`src/rtl/sample_tick_scheduler.sv`:
```
`default_nettype none
// ============================================================================
// Module      : sample_tick_scheduler
// Description : Sample-rate tick generator for phoneme playback, with
//               per-segment tick counting and a one-deep shadow config slot.
// Revision    : 1.0 - initial release
// ============================================================================
module sample_tick_scheduler #(
    parameter int CNT_W   = 32,
    parameter int LEN_W   = 24,
    parameter int MIN_DIV = 2
) (
    input  logic             clk_input,
    input  logic             reset,
    input  logic             cfg_valid,
    output logic             cfg_ready,
    input  logic [CNT_W-1:0] cfg_divisor,
    input  logic [LEN_W-1:0] cfg_length,
    input  logic             abort,
    output logic             tick,
    output logic [LEN_W-1:0] sample_index,
    output logic             busy,
    output logic             seg_done
);

    localparam logic [CNT_W-1:0] c_MIN_DIV = CNT_W'(MIN_DIV);
    localparam logic [CNT_W-1:0] c_ONE_CNT = CNT_W'(1);
    localparam logic [LEN_W-1:0] c_ONE_LEN = LEN_W'(1);

    typedef enum logic [0:0] {
        ST_IDLE = 1'b0,
        ST_RUN  = 1'b1
    } state_t;

    state_t             r_state,        w_state_nxt;
    logic [CNT_W-1:0]   r_counter,      w_counter_nxt;
    logic [LEN_W-1:0]   r_sample_index, w_sample_index_nxt;
    logic [CNT_W-1:0]   r_active_div,   w_active_div_nxt;
    logic [LEN_W-1:0]   r_active_len,   w_active_len_nxt;
    logic [CNT_W-1:0]   r_shadow_div,   w_shadow_div_nxt;
    logic [LEN_W-1:0]   r_shadow_len,   w_shadow_len_nxt;
    logic               r_shadow_full,  w_shadow_full_nxt;

    logic [CNT_W-1:0]   w_eff_div;
    logic [LEN_W-1:0]   w_eff_len;
    logic               w_accept;
    logic               w_last;

    assign w_eff_div    = (cfg_divisor < c_MIN_DIV) ? c_MIN_DIV : cfg_divisor;
    assign w_eff_len    = (cfg_length == '0) ? c_ONE_LEN : cfg_length;

    assign cfg_ready    = !reset && !r_shadow_full && !abort;
    assign w_accept     = cfg_valid && cfg_ready;

    // Tick is decoded from registered state; abort and reset mask it in-cycle.
    assign tick         = (r_state == ST_RUN) && (r_counter == r_active_div - c_ONE_CNT)
                          && !abort && !reset;
    assign w_last       = (r_sample_index == r_active_len - c_ONE_LEN);
    assign seg_done     = tick && w_last;
    assign busy         = (r_state == ST_RUN) && !reset;
    assign sample_index = r_sample_index;

    always_comb begin
        w_state_nxt        = r_state;
        w_counter_nxt      = r_counter;
        w_sample_index_nxt = r_sample_index;
        w_active_div_nxt   = r_active_div;
        w_active_len_nxt   = r_active_len;
        w_shadow_div_nxt   = r_shadow_div;
        w_shadow_len_nxt   = r_shadow_len;
        w_shadow_full_nxt  = r_shadow_full;

        if (w_accept) begin
            w_shadow_div_nxt  = w_eff_div;
            w_shadow_len_nxt  = w_eff_len;
            w_shadow_full_nxt = 1'b1;
        end

        if (abort) begin
            w_state_nxt        = ST_IDLE;
            w_counter_nxt      = '0;
            w_sample_index_nxt = '0;
            w_shadow_full_nxt  = 1'b0;
        end else begin
            case (r_state)
                ST_IDLE: begin
                    if (r_shadow_full) begin
                        w_active_div_nxt   = r_shadow_div;
                        w_active_len_nxt   = r_shadow_len;
                        w_shadow_full_nxt  = 1'b0;
                        w_counter_nxt      = '0;
                        w_sample_index_nxt = '0;
                        w_state_nxt        = ST_RUN;
                    end
                end
                ST_RUN: begin
                    w_counter_nxt = r_counter + c_ONE_CNT;
                    if (tick) begin
                        w_counter_nxt = '0;
                        if (w_last) begin
                            w_sample_index_nxt = '0;
                            if (r_shadow_full) begin
                                w_active_div_nxt  = r_shadow_div;
                                w_active_len_nxt  = r_shadow_len;
                                w_shadow_full_nxt = 1'b0;
                            end else if (w_accept) begin
                                // Bypass the shadow: a config offered on the last
                                // tick becomes the active segment directly.
                                w_active_div_nxt  = w_eff_div;
                                w_active_len_nxt  = w_eff_len;
                                w_shadow_full_nxt = 1'b0;
                            end else begin
                                w_state_nxt = ST_IDLE;
                            end
                        end else begin
                            w_sample_index_nxt = r_sample_index + c_ONE_LEN;
                        end
                    end
                end
                default: w_state_nxt = ST_IDLE;
            endcase
        end
    end

    always_ff @(posedge clk_input) begin
        if (reset) begin
            r_state        <= ST_IDLE;
            r_counter      <= '0;
            r_sample_index <= '0;
            r_active_div   <= '0;
            r_active_len   <= '0;
            r_shadow_div   <= '0;
            r_shadow_len   <= '0;
            r_shadow_full  <= 1'b0;
        end else begin
            r_state        <= w_state_nxt;
            r_counter      <= w_counter_nxt;
            r_sample_index <= w_sample_index_nxt;
            r_active_div   <= w_active_div_nxt;
            r_active_len   <= w_active_len_nxt;
            r_shadow_div   <= w_shadow_div_nxt;
            r_shadow_len   <= w_shadow_len_nxt;
            r_shadow_full  <= w_shadow_full_nxt;
        end
    end

endmodule
`default_nettype wire

```
`config.mk`:
```
export PLATFORM = sky130hd
export DESIGN_NAME = sample_tick_scheduler
export DESIGN_NICKNAME = d
export VERILOG_FILES = /design/src/rtl/sample_tick_scheduler.sv
export SDC_FILE = /design/constraint.sdc
export NUM_CORES = 1
export LEC_CHECK = 0
export CORE_MARGIN = 2
export CORE_UTILIZATION = 58
export DETAILED_ROUTE_END_ITERATION = 10
export PLACE_DENSITY = 0.8
export SYNTH_ARGS = -nofsm -noshare
export SYNTH_HDL_FRONTEND = slang
export SYNTH_SLANG_ARGS = --single-unit
```
`constraint.sdc`:
```
create_clock -name clk_input -period 4.65 [get_ports clk_input]
set_input_delay 0.93 -clock clk_input [delete_from_list [all_inputs] [get_ports clk_input]]
set_output_delay 0.93 -clock clk_input [all_outputs]
set_load 0.02 [all_outputs]
```
======== Word level (Yosys, flattened, before mapping) ========
Index checks and enable logic that the tools add are counted.
word-level totals
  register bits ........................... 170
  latch bits .............................. 0
  RAM bits ................................ 0
  ROM bits ................................ 0
  input port bits ......................... 60
  output and inout bits ................... 28
  logic and storage cells ................. 70
  memories kept ........................... 0
cells by class
  add/subtract/negate cells ............... 4
  multipliers ............................. 0
  divide/modulo/power cells ............... 0
  $lt $le $gt $ge ......................... 1
  equality and inequality tests ........... 6
  shifts and indexed selects .............. 0
  multiplexer cells ....................... 34
  bitwise logic cells ..................... 2
  reduce and logical (&&, ||, !) cells .... 15
operators by type and width
  kind                                                                            count
  32-bit 2-to-1 mux                                                               8
  24-bit 2-to-1 mux                                                               9
  32-bit one-hot mux with 2 select lines                                          2
  24-bit one-hot mux with 2 select lines                                          2
  32-bit by 1-bit adder with 32-bit output (second input constant)                1
  32-bit == test                                                                  1
  32-bit by 2-bit less-than comparator with 1-bit output (second input constant)  1
  32-bit by 1-bit subtractor with 32-bit output (second input constant)           1
  24-bit by 1-bit adder with 24-bit output (second input constant)                1
  24-bit == test                                                                  1
  24-bit logical NOT                                                              1
  24-bit by 1-bit subtractor with 24-bit output (second input constant)           1
  1-bit 2-to-1 mux                                                                11
  1-bit logical AND                                                               8
  5-bit AND reduction                                                             1
  2-bit inequality test (second input constant)                                   2
  1-bit one-hot mux with 2 select lines                                           2
  1-bit logical NOT                                                               3
  3-bit by 1-bit inequality test with 1-bit output (second input constant)        1
  2-bit by 1-bit inequality test with 1-bit output (second input constant)        1
  1-bit inverter                                                                  2
  2-bit AND reduction                                                             1
  2-bit OR reduction                                                              1

======== Depth between registers and ports, before layout ========
  depth in word-level cells ............... 10
  mapped depth ............................ 14
  mapped depth without buffers ............ 11

======== Worst setup path before layout ========
No wires, ideal clock.
  path type ............................... in2out
  start ................................... in reset
  end ..................................... out seg_done
  arrival time ............................ 3410 ps
  data required time ...................... 3720 ps
  slack ................................... 310 ps
  stages on the path ...................... 8
  buffers on the path ..................... 1
  cell sequence ........................... clkbuf_1 -> nor2_1 -> nand4_1 -> a2111o_1 -> nor4b_1 -> nand4_1 -> or4_4 -> nor4_2
on the way
  cells in the longest elaborated chain, start to end .. 3
ends and longest elaborated chain
  what                RTL line  text
  start: declaration  14        input logic reset,
  1-bit logical NOT   57        && !abort && !reset;
  1-bit logical AND   57
  1-bit logical AND   59        assign seg_done = tick && w_last;
  end: declaration    23        output logic seg_done
Every way passes these cells.

======== Worst setup path in the final report ========
  start ................................... in r_active_div[18]
  end ..................................... out seg_done
on the way
  cells in the longest elaborated chain, start to end .. 6
ends and longest elaborated chain
  what                                           RTL line  text
  start: declaration                             38        logic [CNT_W-1:0] r_active_div, w_active_div_nxt;
  32-bit by 1-bit subtractor with 32-bit output  56        assign tick = (r_state == ST_RUN) && (r_counter == r_active_div - c_ONE_CNT)
  32-bit == test                                 56
  1-bit logical AND                              56
  1-bit logical AND (2 in a row)                 57
  1-bit logical AND                              59
Every way passes these cells.

==> insert_results.sql <==
INSERT INTO impl_metrics (metric_group, metric, value, unit) VALUES
('route', 'detail_route.vias_per_cell', '6.43', ''),
('global_routing', 'grt_overflow', '0', ''),
('global_routing', 'antenna_violations_before_repair', '0', ''),
('clocking', 'cts_buffer_depth', '2', ''),
('clocking', 'tritoncts_clock_tree', 'yes', ''),
('clocking', 'clock_tree.root_cell', 'sky130_fd_sc_hd__clkbuf_16', ''),
('floorplan', 'fp-row-count', '46', ''),
('logic_synthesis', 'synth_seq_cells', '170', ''),
('logic_synthesis', 'synth_seq_area_share', '35.6', '%'),
('worst_hold_path', 'hold_worst_path_end', 'r_shadow_len[15]', ''),
('route', 'post-route-drc-count', '0', ''),
('timing', 'slew_headroom', '22.0', '%'),
('worst_hold_path', 'holdPathStages', '2', ''),
('critical_path', 'regToRegEndpoint', 'r_active_div[22]', ''),
('logic_synthesis', 'mappedNetlistNets', '1236', ''),
('timing', 'drv_slew', '0', ''),
('run', 'timing.max_cap.violations', '0', ''),
('place', 'placement.cell_area', '0.0108', 'sq mm'),
('route', 'antenna_left', '0', ''),
('cells_and_area', 'finalNetCount', '1318', ''),
('critical_path', 'worst_path_largest_cell_delay', '0.92', 'ns'),
('pwr', 'fin_total_pwr', '3180', 'uW'),
('clocking', 'clk_pin_slew', '0.07', 'ns'),
('clocking', 'postCtsHoldBufs', '0', ''),
('critical_path', 'setup.worst_path.start_class', 'register', ''),
('critical_path', 'critical_path.cell_chain', 'nor4_1 -> nor4bb_1 -> and3_1 -> a31oi_1 -> a21o_1 -> or4_4 -> nor4_4 -> buf_4', ''),
('critical_path', 'path_delay_family', 'simple AND/OR/NAND/NOR gates', ''),
('place', 'gp_congestion', '0.910', ''),
('cells_and_area', 'mostFrequentLayoutCells', 'sky130_fd_sc_hd__dfxtp_1, sky130_fd_sc_hd__nand2_1, sky130_fd_sc_hd__a21oi_1, sky130_fd_sc_hd__clkdlybuf4s50_1', ''),
('logic_synthesis', 'synth_cell_type_count', '74', ''),
('floorplan', 'coreArea', '0.0160', 'sq mm'),
('global_routing', 'grt_pass1_vias', '8423', ''),
('critical_path', 'crit_type', 'reg2out', ''),
('cells_and_area', 'antennaDiodeCount', '0', ''),
('route', 'drt_pass1_iterations', '6', ''),
('floorplan', 'io-pin-count', '88', ''),
('timing', 'totalNegativeSetupSlack', '0', 'ns'),
('floorplan', 'design.die.area', '0.0175', 'sq mm'),
('timing', 'hold_violations', '0', ''),
('cells_and_area', 'most_frequent_standard_cell_in_the_layout_excluding_fill_and_tap_cells', 'sky130_fd_sc_hd__dfxtp_1', ''),
('critical_path', 'rr_startpoint', 'r_active_div[18]', ''),
('place', 'total_of_buffers_placed_on_input_and_output_ports', '87', ''),
('cells_and_area', 'layout-area-overhead-vs-synth', '20.1', '%'),
('logic_synthesis', 'ys.warnings.count', '0', ''),
('timing', 'tightest_slew', '1.17', 'ns'),
('critical_path', 'endpoint_kind', 'output port', ''),
('route', 'avgRoutedWirePerCell', '18.4', 'microns'),
('timing', 'setup_viol', '0', ''),
('logic_synthesis', 'netlist_area', '0.00956', 'sq mm'),
('worst_hold_path', 'worstHoldPathType', 'reg2reg', ''),
('critical_path', 'critPathRequiredTime', '3.72', 'ns'),
('critical_path', 'reg2reg_setup_slack', '0.46', 'ns'),
('clocking', 'cts_inserted_buffers', '17', ''),
('clocking', 'clock_sink_count', '170', ''),
('pwr', 'power_density', '277', 'mW/mm^2'),
('global_routing', 'groute.usage.overall', '30.8', '%'),
('global_routing', 'grt_pass1_wl', '44100', 'microns'),
('critical_path', 'critical-path-slowest-cell', 'sky130_fd_sc_hd__nor4_1', ''),
('floorplan', 'initial_utilization', '59.8', '%'),
('pwr', 'ir_drop', '0.257', 'mV'),
('place', 'dp_hpwl', '18600', 'microns'),
('critical_path', 'timing.reg2reg.worst_path_depth', '11', ''),
('timing', 'period_needed', '4.59', 'ns'),
('cells_and_area', 'final_layout_size_suffix_gt1_share', '10.0', '%'),
('status', 'outcome', 'finished clean', ''),
('timing', 'timing.hold.ws', '0.450', 'ns'),
('timing', 'finClkSkew', '0.0128', 'ns'),
('worst_hold_path', 'hp-start', 'r_shadow_len[15]', ''),
('logic_synthesis', 'synth-edff-count', '0', ''),
('clocking', 'clock_insertion_delay_worst_skew', '0.43', 'ns'),
('clocking', 'h_tree_levels', '4', '');
registers in the layout (all words and copies together) (netlist names):
signal / cells
r_state: 1
r_active_div: 32
r_shadow_len: 24
r_shadow_full: 1
r_active_len: 24
r_counter: 32
sample_index: 24
r_shadow_div: 32
power breakdown:
part,leakage (uW),switching [uW],internal [uW]
combinational,0.00248,129,100
sequential,0.00137,11.9,1470
clock,0.000297,645,821
synth_stat cells (4+ instances only):
cell,instances,area share (%)
sky130_fd_sc_hd__buf_2,12,0.63
sky130_fd_sc_hd__nor2b_1,5,0.33
sky130_fd_sc_hd__buf_4,5,0.39
sky130_fd_sc_hd__nand2b_1,13,0.85
sky130_fd_sc_hd__nor3b_1,63,4.9
sky130_fd_sc_hd__inv_1,30,1.2
sky130_fd_sc_hd__nor4_1,43,2.8
sky130_fd_sc_hd__nand4_1,27,1.8
sky130_fd_sc_hd__a211oi_1,19,1.5
sky130_fd_sc_hd__or4_1,21,1.6
sky130_fd_sc_hd__and2_1,10,0.65
sky130_fd_sc_hd__nor3_1,30,1.6
sky130_fd_sc_hd__o31ai_1,19,1.5
sky130_fd_sc_hd__o311a_1,4,0.42
sky130_fd_sc_hd__nand3_1,29,1.5
sky130_fd_sc_hd__nand2_1,163,6.4
sky130_fd_sc_hd__nand3b_1,6,0.47
sky130_fd_sc_hd__or3_1,7,0.46
sky130_fd_sc_hd__a221o_1,56,5.9
sky130_fd_sc_hd__dfxtp_1,170,36
sky130_fd_sc_hd__o21ai_0,23,1.2
sky130_fd_sc_hd__buf_6,6,0.71
sky130_fd_sc_hd__xor2_1,35,3.2
sky130_fd_sc_hd__ha_1,4,0.52
sky130_fd_sc_hd__nor2_1,50,2.0
sky130_fd_sc_hd__a22o_1,4,0.37
sky130_fd_sc_hd__a31oi_1,28,1.8
sky130_fd_sc_hd__a21oi_1,86,4.5
sky130_fd_sc_hd__xnor2_1,41,3.8
sky130_fd_sc_hd__clkbuf_1,64,2.5
sky130_fd_sc_hd__and3_1,25,1.6
sky130_fd_sc_hd__mux2i_1,4,0.42
metal layers:
layer  up-vias  part of all wire, %  GRT usage [%]
met5         -                    0              0
met4         0                  1.5           8.36
met3        35                  7.8           4.92
met2       413                   44           45.9
met1      4537                   47           46.1
li1       4541                    -              -
worst reg2reg max path: stages (launching register included):
cell                       delay, ns
sky130_fd_sc_hd__dfxtp_1        0.31
sky130_fd_sc_hd__nor4_1         0.92
sky130_fd_sc_hd__nor4bb_1       0.38
sky130_fd_sc_hd__and3_1         0.20
sky130_fd_sc_hd__a31oi_1        0.11
sky130_fd_sc_hd__a21o_1         0.21
sky130_fd_sc_hd__or4_4          0.57
sky130_fd_sc_hd__buf_4          0.17
sky130_fd_sc_hd__o41ai_4        0.46
sky130_fd_sc_hd__a21oi_4        0.10
sky130_fd_sc_hd__buf_12         0.23
sky130_fd_sc_hd__a221o_1        0.40
final cells by class:
cell class,instances,area [sq um]
Clock buffer,18,439
Clock inverter,13,156
Fill cell,1315,4520
Inverter,30,113
Multi-Input combinational cell,883,5710
Sequential cell,170,3400
Tap cell,216,270
Timing Repair Buffer,152,1390
cells by family after synthesis:
kind of cell / after synthesis / synth area share [%]
and+or+nand+nor: 515 / 29.5
muxes: 5 / 0.536
AOI/OAI and AO/OA: 283 / 21.4
buffers and inverters: 119 / 5.50
adders and majority gates: 4 / 0.523
xor gates and xnor gates: 76 / 6.96
DFF: 170 / 35.6
per-stage QoR:
| stage | setup slack (ns) | utilization, % |
|---|---|---|
| 2_1_floorplan | 0.310 | - |
| 3_3_place_gp | -0.484 | 67.6 |
| 3_5_place_dp | -0.531 | 67.6 |
| 6_report | 0.0629 | 71.8 |
| 5_1_grt | -0.00353 | 71.8 |
| 4_1_cts | 0.135 | 71.3 |
how the worst max path moves through the flow:
stage | start | to | slack [ns] | cells past startpoint
after detailed placement | abort | seg_done | -0.53 | 9
after floorplan | reset | seg_done | 0.31 | 8
final | r_active_div[18] | seg_done | 0.06 | 8
after global routing | r_active_div[2] | seg_done | -0.004 | 9
after global placement | abort | seg_done | -0.48 | 9
after CTS | abort | seg_done | 0.13 | 9
repair_timing:
| item | in CTS | in global routing |
|---|---|---|
| gates resized for setup | 7 | 10 |
| pin swaps | 1 | 6 |
| setup buffers | 0 | 3 |
| endpoints found under the setup margin | 2 | 2 |
(Power assumes the default switching activity.)
